<file path="src/rtl/spi_slave.sv">
`default_nettype none
// ============================================================================
//  Module   : spi_slave
//  Brief    : Oversampled SPI slave with CKP/CPH modes and back-to-back words.
//  Revision : 1.0  initial release
// ============================================================================
module spi_slave #(
  parameter int WIDTH = 8
) (
  input  logic             clk_i,
  input  logic             rst_ni,
  input  logic             ckp_i,
  input  logic             cph_i,
  input  logic             sck_i,
  input  logic             ss_i,
  input  logic             mosi_i,
  input  logic [WIDTH-1:0] tx_data_i,
  output logic             miso_o,
  output logic [WIDTH-1:0] rx_data_o,
  output logic             rx_valid_o,
  output logic             busy_o
);

  localparam int CNT_W = $clog2(WIDTH);
  localparam logic [CNT_W-1:0] LAST_BIT = CNT_W'(WIDTH - 1);

  localparam logic [0:0] ST_IDLE   = 1'b0;
  localparam logic [0:0] ST_ACTIVE = 1'b1;

  logic             sck_meta_q;
  logic             sck_sync_q;
  logic             sck_prev_q;
  logic             ss_meta_q;
  logic             ss_sync_q;
  logic             ss_prev_q;
  logic             mosi_meta_q;
  logic             mosi_sync_q;
  logic [1:0]       flush_q;
  logic             armed_q;
  logic             armed_d;

  logic [0:0]       state_q;
  logic [0:0]       state_d;

  logic             ckp_q;
  logic             ckp_d;
  logic             cph_q;
  logic             cph_d;
  logic [WIDTH-1:0] tx_shift_q;
  logic [WIDTH-1:0] tx_shift_d;
  logic [WIDTH-1:0] rx_shift_q;
  logic [WIDTH-1:0] rx_shift_d;
  logic [WIDTH-1:0] rx_data_q;
  logic [WIDTH-1:0] rx_data_d;
  logic             rx_valid_q;
  logic             rx_valid_d;
  logic             miso_q;
  logic             miso_d;
  logic [CNT_W-1:0] bit_cnt_q;
  logic [CNT_W-1:0] bit_cnt_d;

  logic             sck_rise;
  logic             sck_fall;
  logic             lead_edge;
  logic             trail_edge;
  logic             shift_edge;
  logic             sample_edge;
  logic             ss_fall;

  always_ff @(posedge clk_i or negedge rst_ni) begin
    if (!rst_ni) begin
      sck_meta_q  <= 1'b0;
      sck_sync_q  <= 1'b0;
      sck_prev_q  <= 1'b0;
      ss_meta_q   <= 1'b1;
      ss_sync_q   <= 1'b1;
      ss_prev_q   <= 1'b1;
      mosi_meta_q <= 1'b0;
      mosi_sync_q <= 1'b0;
      flush_q     <= 2'b00;
      armed_q     <= 1'b0;
    end else begin
      sck_meta_q  <= sck_i;
      sck_sync_q  <= sck_meta_q;
      sck_prev_q  <= sck_sync_q;
      ss_meta_q   <= ss_i;
      ss_sync_q   <= ss_meta_q;
      ss_prev_q   <= ss_sync_q;
      mosi_meta_q <= mosi_i;
      mosi_sync_q <= mosi_meta_q;
      flush_q     <= {flush_q[0], 1'b1};
      armed_q     <= armed_d;
    end
  end

  // The SS chain resets high, so a select held low through reset would look
  // like a falling edge; only arm once a genuine high level has been seen.
  always_comb begin
    armed_d = armed_q | (flush_q[1] & ss_sync_q);
  end

  assign sck_rise    = sck_sync_q & ~sck_prev_q;
  assign sck_fall    = ~sck_sync_q & sck_prev_q;
  assign lead_edge   = ckp_q ? sck_fall : sck_rise;
  assign trail_edge  = ckp_q ? sck_rise : sck_fall;
  assign shift_edge  = cph_q ? lead_edge : trail_edge;
  assign sample_edge = cph_q ? trail_edge : lead_edge;
  assign ss_fall     = armed_q & ss_prev_q & ~ss_sync_q;

  always_ff @(posedge clk_i or negedge rst_ni) begin
    if (!rst_ni) begin
      state_q <= ST_IDLE;
    end else begin
      state_q <= state_d;
    end
  end

  always_comb begin
    state_d = state_q;
    case (state_q)
      ST_IDLE:   if (ss_fall)   state_d = ST_ACTIVE;
      ST_ACTIVE: if (ss_sync_q) state_d = ST_IDLE;
      default:                  state_d = ST_IDLE;
    endcase
  end

  always_comb begin
    busy_o = (state_q == ST_ACTIVE);
  end

  always_comb begin
    ckp_d      = ckp_q;
    cph_d      = cph_q;
    tx_shift_d = tx_shift_q;
    rx_shift_d = rx_shift_q;
    rx_data_d  = rx_data_q;
    rx_valid_d = 1'b0;
    miso_d     = miso_q;
    bit_cnt_d  = bit_cnt_q;

    if (state_q == ST_IDLE) begin
      miso_d     = 1'b0;
      bit_cnt_d  = '0;
      rx_shift_d = '0;
      if (ss_fall) begin
        ckp_d = ckp_i;
        cph_d = cph_i;
        // CPH=0 drives the MSB before the first edge; CPH=1 waits for it.
        if (cph_i) begin
          tx_shift_d = tx_data_i;
        end else begin
          miso_d     = tx_data_i[WIDTH-1];
          tx_shift_d = {tx_data_i[WIDTH-2:0], 1'b0};
        end
      end
    end else if (ss_sync_q) begin
      miso_d     = 1'b0;
      bit_cnt_d  = '0;
      rx_shift_d = '0;
    end else begin
      if (shift_edge) begin
        miso_d     = tx_shift_q[WIDTH-1];
        tx_shift_d = {tx_shift_q[WIDTH-2:0], 1'b0};
      end
      if (sample_edge) begin
        rx_shift_d = {rx_shift_q[WIDTH-2:0], mosi_sync_q};
        bit_cnt_d  = bit_cnt_q + CNT_W'(1);
        if (bit_cnt_q == LAST_BIT) begin
          rx_data_d  = {rx_shift_q[WIDTH-2:0], mosi_sync_q};
          rx_valid_d = 1'b1;
          bit_cnt_d  = '0;
          // Next shift edge emits the MSB of the freshly loaded word.
          tx_shift_d = tx_data_i;
        end
      end
    end
  end

  always_ff @(posedge clk_i or negedge rst_ni) begin
    if (!rst_ni) begin
      ckp_q      <= 1'b0;
      cph_q      <= 1'b0;
      tx_shift_q <= '0;
      rx_shift_q <= '0;
      rx_data_q  <= '0;
      rx_valid_q <= 1'b0;
      miso_q     <= 1'b0;
      bit_cnt_q  <= '0;
    end else begin
      ckp_q      <= ckp_d;
      cph_q      <= cph_d;
      tx_shift_q <= tx_shift_d;
      rx_shift_q <= rx_shift_d;
      rx_data_q  <= rx_data_d;
      rx_valid_q <= rx_valid_d;
      miso_q     <= miso_d;
      bit_cnt_q  <= bit_cnt_d;
    end
  end

  assign miso_o     = miso_q;
  assign rx_data_o  = rx_data_q;
  assign rx_valid_o = rx_valid_q;

endmodule
`default_nettype wire

</file>
<file path="config.mk">
export PLATFORM = sky130hd
export DESIGN_NAME = spi_slave
export DESIGN_NICKNAME = d
export VERILOG_FILES = /design/src/rtl/spi_slave.sv
export SDC_FILE = /design/constraint.sdc
export NUM_CORES = 1
export LEC_CHECK = 0
export CORE_MARGIN = 1
export CORE_UTILIZATION = 34
export DETAILED_ROUTE_END_ITERATION = 8
export SLEW_MARGIN = 20
export SYNTH_ARGS = -nofsm -noshare
export SYNTH_HDL_FRONTEND = slang
export SYNTH_SLANG_ARGS = --single-unit
</file>
<file path="constraint.sdc">
create_clock -name clk_i -period 1.9 [get_ports clk_i]
set_clock_uncertainty 0.15 [all_clocks]
set_input_delay 0.475 -clock clk_i [delete_from_list [all_inputs] [get_ports clk_i]]
set_output_delay 0.475 -clock clk_i [all_outputs]
set_load 0.01 [all_outputs]
</file>
==> flow_summary.ini <==
[timing]
rsz0062_at_grt = false
fmax_mhz = 541
fin_crit_ns = 1.85
finalSetupTns_ns = 0
min_period_over_period_pct = 97.3
setup_viol = 0
hold_violations = 0
drv_slew = 0

[min_path]
hp-start = flush_q[0]$_DFF_PN0_
hold_end = flush_q[1]$_DFF_PN0_
whs_path_depth = 0
hp-class = reg -> reg

[routing]
wl_per_cell_um = 14.6
vias = 1677
drt_iter0_drc = 94
wl_um = 4770
drtAntennaViolNets = 0
drc = 0
drtPass1Iterations = 4
viasPerCell = 5.13

[run]
max_cap_violations = 0

[logic_synthesis]
yosysSeqAreaShare_pct = 50.1
syn_area_sq_um = 2100
syn_inst = 193
synth_area_leaders = dfrtp_1, mux2_2, mux2i_1, nand2_1, nor2b_1
ys_types = 37
yosysTopAreaCellShare_pct = 46.4
syn_avg_cell_area_sq_um = 10.9
ys.warnings.count = 0
ys_seq_elements = 42
synth_nets = 210
yosys.area.top_type = dfrtp_1

[finish]
fin_util_pct = 47.8
drive_above_1_share_pct = 31.7
area_growth_syn_to_layout_pct = 35.4
fin_cells = 327
fillers = 571
nNetsFinal = 268
diodes = 0

[setup_path]
r2r_slack_ns = 0.05
reg2regPathDepth = 5
worstReg2RegEnd = rx_data_o[1]$_DFFE_PN0P_
crit_path_end_kind = register
crit_path_start_kind = register
cp.required_ns = 1.94
path_max_fanout = 4
arrival_ns = 1.88
crit_type = reg -> reg
r2r_start = ckp_q$_DFFE_PN0P_
startpoint = ckp_q$_DFFE_PN0P_

[placed_design]
dp_hpwl_um = 3300
port_buffers = 25
dp_cells = 311
gp_congestion = 0.818

[power]
power_frac_seq_pct = 46.2
clock_power_share_pct = 25.3
switchingPower_mw = 0.694
comb_power_share_pct = 28.5
power.density_nw_per_um2 = 802
netSwitchingFraction_pct = 30.4
p_int_mw = 1.59
ir_drop_v = 0.000373
leakage_nw = 1.23

[clocking]
cts_buffers = 5
cts_tree = done
htreeDepth = 2
cts.sinks = 42
worstSkewPairLatency_ns = 0.29
root_buffer = clkbuf_8
cts_max_path_buffers = 2
path_clk_slew_ns = 0.08

[global_routing]
grt_max_degree = 18
grt_pass1_wl_um = 8000
grt_usage_pct = 16.2
grt-ovfl-total = 0
antenna_found_initial = 0
grt_pass1_vias = 1594

[floorplanning]
initial_core_util_pct = 35.3
std_cell_rows = 28
pin_count = 26
die_area_sq_um = 6500
fp.dieW_um = 80.7
core_area_sq_um = 5960
die_y_um = 80.7

[status]
outcome = finished clean
[repair_timing]
item,CTS,global route
hold buffers,1,0
cloned,0,1
hold endpoints to repair,14,0
setup endpoints to repair,7,12
buffers inserted,1,5
pin swaps,0,3
resized for setup,1,13
[cells by family after synthesis]
logic type / count (synthesis) / share of synthesized area, %
and+or+nand+nor: 62 / 15.6
buffers and inverters: 15 / 2.86
DFF: 42 / 50.1
xor gates and xnor gates: 2 / 1.73
AOI/OAI and AO/OA: 42 / 14.3
adders and majority gates: 2 / 1.19
other: 1 / 0.178
muxes: 27 / 14.0
[state kept, by name, indices dropped and copies added (netlist names), 2 cells and up]
| register | flops |
|---|---|
| bit_cnt_q | 3 |
| flush_q | 2 |
| rx_data_o | 8 |
| rx_shift_q | 7 |
| tx_shift_q | 8 |
[worst max-delay path, stage by stage (launching register included)]
cell     delay, ns
dfrtp_2       0.47
xor2_4        0.23
mux2_4        0.36
nand3_4       0.10
buf_12        0.12
mux2_2        0.32
[stage by stage]
step / hold slack, ns / total power [mW] / setup slack [ns] / area [sq um]
after detailed placement: 0.186 / 1.65 / -0.274 / 2620
after global routing: 0.213 / 2.40 / 0.000436 / 2850
after global placement: 0.181 / 1.64 / -0.257 / 2620
final: 0.203 / 2.28 / 0.0513 / 2850
after floorplan: 0.0294 / 1.40 / -0.0348 / 2110
after CTS: 0.206 / 2.23 / 0.0201 / 2720
[Yosys cell counts]
cell type  number
a21oi_1        11
a31o_2          1
xnor2_1         1
clkbuf_1        7
or3_1           1
mux2i_1        11
a311oi_1        1
xor2_4          1
mux2_2         15
nand3_4         1
nor4_1          2
nand2b_1        4
a221oi_1        1
inv_1           5
dfstp_2         3
a22oi_1         3
conb_1          1
a221o_2         5
nor4bb_1        1
o211ai_1        1
nand3b_1        1
o221ai_1        6
dfrtp_1        39
ha_1            2
nand2_1        29
clkbuf_2        1
nor2_1          1
mux2_4          1
buf_2           2
o21ai_0         5
and2_1          6
o21a_1          1
a31oi_1         5
a21o_1          1
o2111ai_1       1
nor2b_1        15
or2_2           1
[cell usage in the layout (no fill, tap or decap), types with 2 or more instances in the layout]
cell	count
dfrtp_1	37
nand2_1	29
buf_4	28
clkdlybuf4s50_1	24
mux2_2	15
nor2b_1	14
a21oi_1	10
mux2i_1	10
o221ai_1	6
and2_1	6
a221o_2	5
a31oi_1	5
clkbuf_8	5
inv_1	4
o21ai_0	4
nand2b_1	4
a22oi_1	3
buf_6	3
dfstp_2	3
nor4_1	2
dfrtp_2	2
buf_12	2
[power by group through the flow]
stage	clock network (mW)	logic, mW	registers, mW
CTS	0.596	0.588	1.05
global route	0.626	0.706	1.07
global placement	0	0.575	1.07
detailed placement	0	0.581	1.07
finish	0.579	0.651	1.05
floorplan	0	0.359	1.04
[cell type report]
cell class | instances | area [sq um] | area share, %
clock inverter | 2 | 13.8 | 0.483
sequential | 42 | 1060 | 37.1
multi-input combinational | 137 | 1030 | 36.3
clock buffer | 6 | 72.6 | 2.55
timing repair buffer | 60 | 554 | 19.5
inverter | 5 | 21.3 | 0.747
tap | 75 | 93.8 | 3.30
[how the worst max path moves through the flow]
stage / slack [ns] / cells after the start / end
after floorplan: -0.03 / 5 / tx_shift_q[2]$_DFFE_PN0P_
after global placement: -0.26 / 6 / tx_shift_q[6]$_DFFE_PN0P_
after detailed placement: -0.27 / 6 / tx_shift_q[3]$_DFFE_PN0P_
after CTS: 0.02 / 5 / tx_shift_q[2]$_DFFE_PN0P_
after global routing: 0.0004 / 5 / rx_data_o[2]$_DFFE_PN0P_
final: 0.05 / 5 / rx_data_o[1]$_DFFE_PN0P_
[layer usage]
metal | vias to the layer above | routed length, um | GRT usage [%]
met5 | - | 0 | 0
met4 | 0 | 25 | 4.46
met3 | 4 | 170 | 3.75
met2 | 33 | 2290 | 24.3
met1 | 835 | 2280 | 23.1
li1 | 805 | - | -
No activity file was read; power rests on OpenSTA's default activity.
